## src/rtl/alu_op_driver_if.sv

```systemverilog
// Host-side command and response channels of the ALU operation driver.
// The master is the host controller; the slave is alu_op_driver.
interface alu_op_driver_if;
    logic       cmd_valid;
    logic       cmd_ready;
    logic [3:0] cmd_a;
    logic [3:0] cmd_b;
    logic [3:0] cmd_opcode;
    logic       cmd_mode;
    logic       rsp_valid;
    logic       rsp_ready;
    logic [7:0] rsp_data;
    logic [3:0] rsp_seq;

    modport master (
        output cmd_valid, cmd_a, cmd_b, cmd_opcode, cmd_mode, rsp_ready,
        input  cmd_ready, rsp_valid, rsp_data, rsp_seq
    );

    modport slave (
        input  cmd_valid, cmd_a, cmd_b, cmd_opcode, cmd_mode, rsp_ready,
        output cmd_ready, rsp_valid, rsp_data, rsp_seq
    );
endinterface

```

## src/rtl/alu_op_driver.sv

```systemverilog
// Issues host commands to the fixed-latency ALU, tracks them through its pipeline
// and buffers each tagged result byte in an in-order response FIFO.
module alu_op_driver #(
    parameter int LATENCY = 2,
    parameter int DEPTH   = 4
) (
    input  logic           clk,
    input  logic           rst,
    alu_op_driver_if.slave bus,
    output logic [7:0]     alu_ab,
    output logic [7:0]     alu_ctrl,
    input  logic [7:0]     alu_result,
    output logic           busy,
    output logic [7:0]     err_count
);
    localparam int PTR_W = $clog2(DEPTH);
    localparam int CNT_W = $clog2(DEPTH) + 1;
    localparam logic [CNT_W-1:0] DEPTH_C = CNT_W'(DEPTH);

    logic [4:0]       pipe_r [0:LATENCY];
    logic [11:0]      mem_r  [0:DEPTH-1];
    logic [3:0]       seq_r;
    logic [PTR_W-1:0] wr_ptr_r;
    logic [PTR_W-1:0] rd_ptr_r;
    logic [CNT_W-1:0] fifo_cnt_r;
    logic [CNT_W-1:0] outst_r;
    logic [CNT_W-1:0] fifo_cnt_next_s;
    logic [CNT_W-1:0] outst_next_s;
    logic             ready_r;
    logic             rsp_valid_r;
    logic             busy_r;
    logic [7:0]       alu_ab_r;
    logic [7:0]       alu_ctrl_r;
    logic [7:0]       err_cnt_r;
    logic             accept_s;
    logic             pop_s;
    logic             push_s;
    logic [11:0]      head_s;

    assign bus.cmd_ready = ready_r;
    assign bus.rsp_valid = rsp_valid_r;
    assign bus.rsp_data  = head_s[11:4];
    assign bus.rsp_seq   = head_s[3:0];
    assign alu_ab        = alu_ab_r;
    assign alu_ctrl      = alu_ctrl_r;
    assign busy          = busy_r;
    assign err_count     = err_cnt_r;

    // Handshake qualification and next-state occupancy counts
    always_comb begin
        accept_s        = bus.cmd_valid && ready_r;
        pop_s           = rsp_valid_r && bus.rsp_ready;
        push_s          = pipe_r[LATENCY][4];
        head_s          = mem_r[rd_ptr_r];
        outst_next_s    = outst_r;
        fifo_cnt_next_s = fifo_cnt_r;
        if (accept_s && !pop_s) begin
            outst_next_s = outst_r + CNT_W'(1);
        end else if (!accept_s && pop_s) begin
            outst_next_s = outst_r - CNT_W'(1);
        end else begin
            outst_next_s = outst_r;
        end
        if (push_s && !pop_s) begin
            fifo_cnt_next_s = fifo_cnt_r + CNT_W'(1);
        end else if (!push_s && pop_s) begin
            fifo_cnt_next_s = fifo_cnt_r - CNT_W'(1);
        end else begin
            fifo_cnt_next_s = fifo_cnt_r;
        end
    end

    // Command issue, in-flight tracking, response FIFO and status registers
    always_ff @(posedge clk) begin
        if (rst) begin
            for (int i = 0; i <= LATENCY; i++) begin
                pipe_r[i] <= 5'd0;
            end
            for (int i = 0; i < DEPTH; i++) begin
                mem_r[i] <= 12'd0;
            end
            seq_r       <= 4'd0;
            wr_ptr_r    <= '0;
            rd_ptr_r    <= '0;
            fifo_cnt_r  <= '0;
            outst_r     <= '0;
            ready_r     <= 1'b1;
            rsp_valid_r <= 1'b0;
            busy_r      <= 1'b0;
            alu_ab_r    <= 8'd0;
            alu_ctrl_r  <= 8'd0;
            err_cnt_r   <= 8'd0;
        end else begin
            if (accept_s) begin
                alu_ab_r   <= {bus.cmd_b, bus.cmd_a};
                alu_ctrl_r <= {3'b000, bus.cmd_mode, bus.cmd_opcode};
                seq_r      <= seq_r + 4'd1;
            end
            // Stage k holds the op issued k+1 edges ago; the last stage lines up with its result
            pipe_r[0] <= {accept_s, seq_r};
            for (int i = 1; i <= LATENCY; i++) begin
                pipe_r[i] <= pipe_r[i-1];
            end
            if (push_s) begin
                mem_r[wr_ptr_r] <= {alu_result, pipe_r[LATENCY][3:0]};
                wr_ptr_r        <= wr_ptr_r + PTR_W'(1);
            end
            if (pop_s) begin
                rd_ptr_r <= rd_ptr_r + PTR_W'(1);
                if (head_s[8] && (err_cnt_r != 8'hFF)) begin
                    err_cnt_r <= err_cnt_r + 8'd1;
                end
            end
            fifo_cnt_r  <= fifo_cnt_next_s;
            outst_r     <= outst_next_s;
            ready_r     <= (outst_next_s < DEPTH_C);
            rsp_valid_r <= (fifo_cnt_next_s != '0);
            busy_r      <= (outst_next_s != '0);
        end
    end
endmodule

```

## src/flat_wrapper.sv

```systemverilog
// flat-port wrapper written by rule: the top's interface ports become plain ports
module alu_op_driver_flat 
#(
    parameter int LATENCY = 2,
    parameter int DEPTH   = 4
)
  (clk, rst, alu_ab, alu_ctrl, alu_result, busy, err_count, bus_cmd_valid, bus_cmd_a, bus_cmd_b, bus_cmd_opcode, bus_cmd_mode, bus_rsp_ready, bus_cmd_ready, bus_rsp_valid, bus_rsp_data, bus_rsp_seq);
  alu_op_driver_if bus_i ();
  input  logic clk;
  input  logic rst;
  output logic [7:0] alu_ab;
  output logic [7:0] alu_ctrl;
  input  logic [7:0] alu_result;
  output logic busy;
  output logic [7:0] err_count;
  input wire logic [$bits(bus_i.cmd_valid)-1:0] bus_cmd_valid;
  input wire logic [$bits(bus_i.cmd_a)-1:0] bus_cmd_a;
  input wire logic [$bits(bus_i.cmd_b)-1:0] bus_cmd_b;
  input wire logic [$bits(bus_i.cmd_opcode)-1:0] bus_cmd_opcode;
  input wire logic [$bits(bus_i.cmd_mode)-1:0] bus_cmd_mode;
  input wire logic [$bits(bus_i.rsp_ready)-1:0] bus_rsp_ready;
  output wire logic [$bits(bus_i.cmd_ready)-1:0] bus_cmd_ready;
  output wire logic [$bits(bus_i.rsp_valid)-1:0] bus_rsp_valid;
  output wire logic [$bits(bus_i.rsp_data)-1:0] bus_rsp_data;
  output wire logic [$bits(bus_i.rsp_seq)-1:0] bus_rsp_seq;
  assign bus_i.cmd_valid = bus_cmd_valid;
  assign bus_i.cmd_a = bus_cmd_a;
  assign bus_i.cmd_b = bus_cmd_b;
  assign bus_i.cmd_opcode = bus_cmd_opcode;
  assign bus_i.cmd_mode = bus_cmd_mode;
  assign bus_i.rsp_ready = bus_rsp_ready;
  assign bus_cmd_ready = bus_i.cmd_ready;
  assign bus_rsp_valid = bus_i.rsp_valid;
  assign bus_rsp_data = bus_i.rsp_data;
  assign bus_rsp_seq = bus_i.rsp_seq;
  alu_op_driver #(.LATENCY(LATENCY), .DEPTH(DEPTH)) u_core (.clk(clk), .rst(rst), .bus(bus_i), .alu_ab(alu_ab), .alu_ctrl(alu_ctrl), .alu_result(alu_result), .busy(busy), .err_count(err_count));
endmodule
```

## config.mk

```make
export PLATFORM = sky130hd
export DESIGN_NAME = alu_op_driver_flat
export DESIGN_NICKNAME = d
export VERILOG_FILES = /design/src/rtl/alu_op_driver_if.sv /design/src/rtl/alu_op_driver.sv /design/src/flat_wrapper.sv
export SDC_FILE = /design/constraint.sdc
export NUM_CORES = 1
export LEC_CHECK = 0
export CORE_MARGIN = 2
export CORE_UTILIZATION = 30
export DETAILED_ROUTE_END_ITERATION = 12
export SKIP_CTS_REPAIR_TIMING = 1
export SYNTH_ARGS = -nofsm -noshare
export SYNTH_HDL_FRONTEND = slang
export SYNTH_SLANG_ARGS = --single-unit
```

## constraint.sdc

```tcl
create_clock -name clk -period 2.49 [get_ports clk]
set_input_delay 0.498 -clock clk [delete_from_list [all_inputs] [get_ports clk]]
set_output_delay 0.498 -clock clk [all_outputs]
set_load 0.01 [all_outputs]
```

==> impl_metrics.ini, run 1 <==
[logic_synthesis]
syn_inst = 343
synth_cell_types = 39
synth-seq-cells = 103
yosys.cell_count.top_type = dfxtp_1
synth.top_cell.area_share_pct = 34.7
ys_warn_count = 0
postSynthAreaPerCell_um2 = 12.1
ys.flop_type = dfxtp_1
async_flop_share_pct = 0
ys_seq_area_share_pct = 61.2
synth_edf_count = 48
synth_area_um2 = 4160
synth_area_leaders = edfxtp_1 (35%), dfxtp_1 (26%), and2_1 (7.5%)
synth_common_cells = dfxtp_1 (55), and2_1 (50), edfxtp_1 (48)
synth_top_cell_by_area = edfxtp_1

[final_layout]
finalNonFillerCells = 592
fin_nets = 438
fin_util_pct = 38.8
drive_above_1_share_pct = 11.2
area_delta_synth_final_pct = 27.9
num_antenna_cells = 0
stdcell_area_um2 = 5320

[cts]
root_buffer = clkbuf_16
cts_max_level = 3
cts_max_path_buffers = 2
clk_pin_slew_ns = 0.07
cts_tree = yes
cts.sinks = 103
numCtsBuffers = 9
clk_latency_ns = 0.34

[timing]
setup_tns_ns = 0
finalSetupViolCount = 0
timing.final.ws_setup_ns = 0.0976
hold_viol = 0
post-route-period-util_pct = 96.1
period_minus_slack_ns = 2.39
grt_setup_unrepaired = false
tightest_slew_ns = 0.623
fin_worst_skew_ns = 0.00540
slew-limit-headroom_pct = 58.3
slew_viol_final = 0
whs_ns = 0.436
fmax_mhz = 418

[placed_design]
placed_area_um2 = 4980
port_buffers = 60
dp_slack_ns = 0.145
gp_congestion = 0.722
dpl.hpwl_um = 5460
placed_cells = 575

[die]
initial_utilization_pct = 30.3
core-area_um2 = 13700
ioPinCount = 64
rows = 43
die_x_um = 122
die_area_um2 = 14800
die_h_um = 122

[power_and_ir_drop]
total_power_mw = 4.32
ir_worst_vdd_mv = 0.597
powerDensity_nw_per_um2 = 812
leakagePower_nw = 1.95

[route]
drt-vias-per-instance = 4.40
vias = 2602
drc = 0
first_pass_iters = 4
drtIter0Drc = 157
totalWireLength_um = 8170
final_antenna_net_count = 0
wl_per_cell_um = 13.8

[setup_path]
crit_fanout = 12
rr_worst_depth = 6
r2r-end = u_core.err_count[7]
cp.required_ns = 1.99
worst-setup-path-type = register to output pin
cp-start-kind = register
r2r_slack_ns = 0.67
cp.arrival_ns = 1.89
critPathCaptureType = output pin
cp-endpoint = bus_rsp_seq[2]

[global_route]
antenna_found_initial = 0
overflow = 0
grt_pass1_wl_um = 13400
first_global_vias = 2655
grt_max_degree = 54
grtUsageTotal_pct = 11.9

[job]
drv_cap = 0

[min_path]
worstHoldPathType = register to register
hp-start = u_core.pipe_r[0][3]

[outcome]
status = finished, final reports clean
-- cell type report --
cell class,instances,area [um^2]
Clock inverter,6,92.6
Fill cell,1310,8400
Sequential cell,103,2540
Timing Repair Buffer,72,698
Clock buffer,10,239
Multi-Input combinational cell,215,1500
Tap cell,180,225
Inverter,6,22.5
-- how the worst min path moves through the flow --
stage                           endpoint  cells after the start
global route        u_core.pipe_r[0][13]                      1
CTS                 u_core.pipe_r[0][11]                      1
finish               u_core.pipe_r[0][8]                      1
detailed placement  u_core.pipe_r[0][14]                      1
global placement     u_core.pipe_r[0][8]                      1
floorplan           u_core.pipe_r[0][10]                      1
-- registers in the layout, summed over array words and instances, names as in the netlist, named ones only --
| signal | cells |
|---|---|
| u_core.wr_ptr_r | 2 |
| u_core.busy | 1 |
| u_core.fifo_cnt_r | 3 |
| u_core.rd_ptr_r | 2 |
| u_core.alu_ctrl | 5 |
| u_core.err_count | 8 |
| u_core.bus.rsp_valid | 1 |
| u_core.mem_r | 48 |
| u_core.pipe_r | 15 |
| u_core.bus.cmd_ready | 1 |
| u_core.seq_r | 4 |
| u_core.outst_r | 3 |
| u_core.alu_ab | 8 |
-- power breakdown --
part | switching, mW | internal, mW | total (mW)
Combinational | 0.358 | 0.433 | 0.791
Sequential | 0.0905 | 1.91 | 2.00
Clock | 0.618 | 0.913 | 1.53
-- cells in the final DEF (no fill, tap or decap), types with 2 or more instances in the layout --
| cell type | n |
|---|---|
| xor2_1 | 6 |
| mux4_2 | 12 |
| clkinvlp_4 | 2 |
| a21oi_1 | 22 |
| clkbuf_16 | 9 |
| o21ai_0 | 5 |
| and2_1 | 50 |
| conb_1 | 3 |
| edfxtp_1 | 48 |
| or2_2 | 2 |
| buf_4 | 11 |
| inv_1 | 6 |
| o31ai_1 | 3 |
| ha_1 | 6 |
| or3_1 | 3 |
| dfxtp_1 | 55 |
| xnor2_1 | 7 |
| nor3b_1 | 2 |
| nor2b_1 | 15 |
| bufinv_16 | 2 |
| nand4_1 | 2 |
| clkdlybuf4s50_1 | 59 |
| mux2i_1 | 2 |
| nand3_1 | 6 |
| nor2_1 | 16 |
| nand2_1 | 37 |
| or4_1 | 3 |
-- layer usage --
layer | track usage, % | vias to the layer above | part of all wire (%)
li1 | - | 1300 | -
met1 | 13.4 | 1234 | 42
met2 | 20.9 | 60 | 51
met3 | 4.26 | 8 | 5.4
met4 | 3.88 | 0 | 1.3
met5 | 0 | - | 0
-- kinds of logic (layout without fill, tap and decap cells) --
| logic type | count (synthesis) | after routing | share of synthesized area (%) |
|---|---|---|---|
| DFF | 103 | 103 | 61.2 |
| other | 1 | 3 | 0.0902 |
| muxes | 15 | 15 | 7.25 |
| and+or+nand+nor | 138 | 138 | 17.5 |
| buffers and inverters | 27 | 94 | 2.98 |
| xor gates and xnor gates | 14 | 14 | 3.28 |
| adders and majority gates | 7 | 7 | 2.05 |
| AOI/OAI and AO/OA | 38 | 38 | 5.66 |
-- worst max-delay path: stages, from the launching register on --
cell	delay [ns]
dfxtp_1	0.35
buf_12	0.17
mux4_2	0.53
clkdlybuf4s50_1	0.50
Power figures use the tool's default switching activity.
==> run 2: changes to the inputs <==
- SKIP_LAST_GASP: not set -> 1
==> results of run 2 <==
The final DEF is identical to that of run 1; final timing and power are the same.
==> run 3: changes to the inputs <==
- CORE_MARGIN: 2 -> not set
- DONT_BUFFER_PORTS: not set -> 1
- MAX_ROUTING_LAYER: not set -> met4
==> impl_metrics.ini, run 3 (synthesis gave the netlist of run 1 again) <==
[route]
totalWireLength_um = 7390
drc = 0
wl_per_cell_um = 14.1
drtIter0Drc = 154
first_pass_iters = 4
vias = 2399
final_antenna_net_count = 0
drt-vias-per-instance = 4.57

[setup_path]
worst-setup-path-type = register to output pin
crit_fanout = 11
cp.arrival_ns = 1.55
worstReg2RegStart = u_core.bus.rsp_valid
rr_worst_depth = 4
r2r_slack_ns = 0.58
cp.required_ns = 1.99
cp-endpoint = bus_rsp_seq[3]
critPathCaptureType = output pin
cp-start-kind = register
r2r-end = u_core.err_count[5]

[final_layout]
regMostFlops = u_core.mem_r
top_regs = u_core.mem_r x48, u_core.pipe_r x15
largest_reg_flops = 48
fin_nets = 375
final_cell_mix = dfxtp_1 (55), and2_1 (50), edfxtp_1 (48)
finalNonFillerCells = 525
num_antenna_cells = 0
area_delta_synth_final_pct = 11.5
mostFrequentLayoutCell = dfxtp_1
fill_cells = 1335
drive_above_1_share_pct = 11.2

[die]
core-area_um2 = 13400
ioPinCount = 64
rows = 42
die_h_um = 120
die_area_um2 = 14300
die_x_um = 120
initial_utilization_pct = 31.0

[min_path]
worstHoldPathType = input port to register
whs_path_depth = 1

[timing]
period_minus_slack_ns = 2.05
grt_setup_unrepaired = false
whs_ns = 0.235
setup_tns_ns = 0
post-route-period-util_pct = 82.4
slew-limit-headroom_pct = 55.7
finalSetupViolCount = 0
fin_worst_skew_ns = 0.00645
slew_viol_final = 0
hold_viol = 0
tightest_slew_ns = 0.663
fmax_mhz = 487

[global_route]
use_met3_pct = 3.56
busiest_layer = met2
overflow = 0
grt_pass1_wl_um = 12100
antenna_found_initial = 0
grtUsageTotal_pct = 11.4
first_global_vias = 2430
globalRouteMet2Util_pct = 18.9
grt_use_met1_pct = 12.7
grt_max_degree = 55

[job]
drv_cap = 0

[placed_design]
placed_cells = 509
dpl.hpwl_um = 4840
port_buffers = 0
gp_congestion = 0.706

[power_and_ir_drop]
total_power_mw = 3.91
powerDensity_nw_per_um2 = 844
leakagePower_nw = 1.69
ir_worst_vdd_mv = 0.331

[cts]
cts_max_path_buffers = 2
cts_tree = yes
cts.sinks = 103
root_buffer = clkbuf_16
numCtsBuffers = 9
clk_pin_slew_ns = 0.07
cts_max_level = 3
clk_latency_ns = 0.33

[outcome]
status = finished, final reports clean
## run 3: changes by cell type in the layout (fill, tap and decap cells not counted), moves of 2 or more
cell	before	now
buf_4	11	9
clkbuf_1	0	2
clkdlybuf4s50_1	59	0
clkinv_2	0	2
clkinvlp_4	2	0
## run 3: layer usage
layer	wire, um	part of all wire [%]	vias to the layer above
met5	0	0	-
met4	87	1.2	0
met2	3590	49	68
met1	3250	44	1144
li1	-	-	1180
met3	467	6.3	7
## run 3: area by class of cell
| cell class | instances | area [um^2] | area share (%) |
|---|---|---|---|
| clock buffer | 11 | 233 | 5.02 |
| clock inverter | 5 | 52.6 | 1.13 |
| timing repair buffer | 9 | 67.6 | 1.46 |
| sequential | 103 | 2540 | 54.8 |
| multi-input combinational | 215 | 1500 | 32.3 |
| inverter | 6 | 22.5 | 0.486 |
| tap | 176 | 220 | 4.75 |
## run 3: metrics by stage
step | setup slack (ns) | util (%) | cell area [um^2]
floorplan | 0.477 | - | 4160
global placement | 0.658 | 32.5 | 4350
detailed placement | 0.593 | 32.5 | 4350
CTS | 0.390 | 34.6 | 4640
global route | 0.345 | 34.6 | 4640
finish | 0.438 | 34.6 | 4640
## run 3: power breakdown
part	switching [mW]	leakage, nW	internal [mW]	total, mW
sequential	0.112	0.945	1.91	2.02
combinational	0.278	0.605	0.256	0.534
clock	0.583	0.145	0.775	1.36
## run 3: how the worst min path moves through the flow
stage                        startpoint                   end  slack, ns
finish                              rst  u_core.fifo_cnt_r[0]       0.24
global route                        rst  u_core.fifo_cnt_r[2]       0.21
CTS                                 rst  u_core.fifo_cnt_r[2]       0.21
detailed placement  u_core.pipe_r[0][4]   u_core.pipe_r[0][9]       0.42
global placement    u_core.pipe_r[0][2]   u_core.pipe_r[0][7]       0.42
floorplan           u_core.pipe_r[0][5]  u_core.pipe_r[0][10]       0.41
## run 3: worst max-delay path, stage by stage (launching register included)
cell and delay [ns]:
dfxtp_1 0.35, buf_4 0.27, mux4_2 0.60
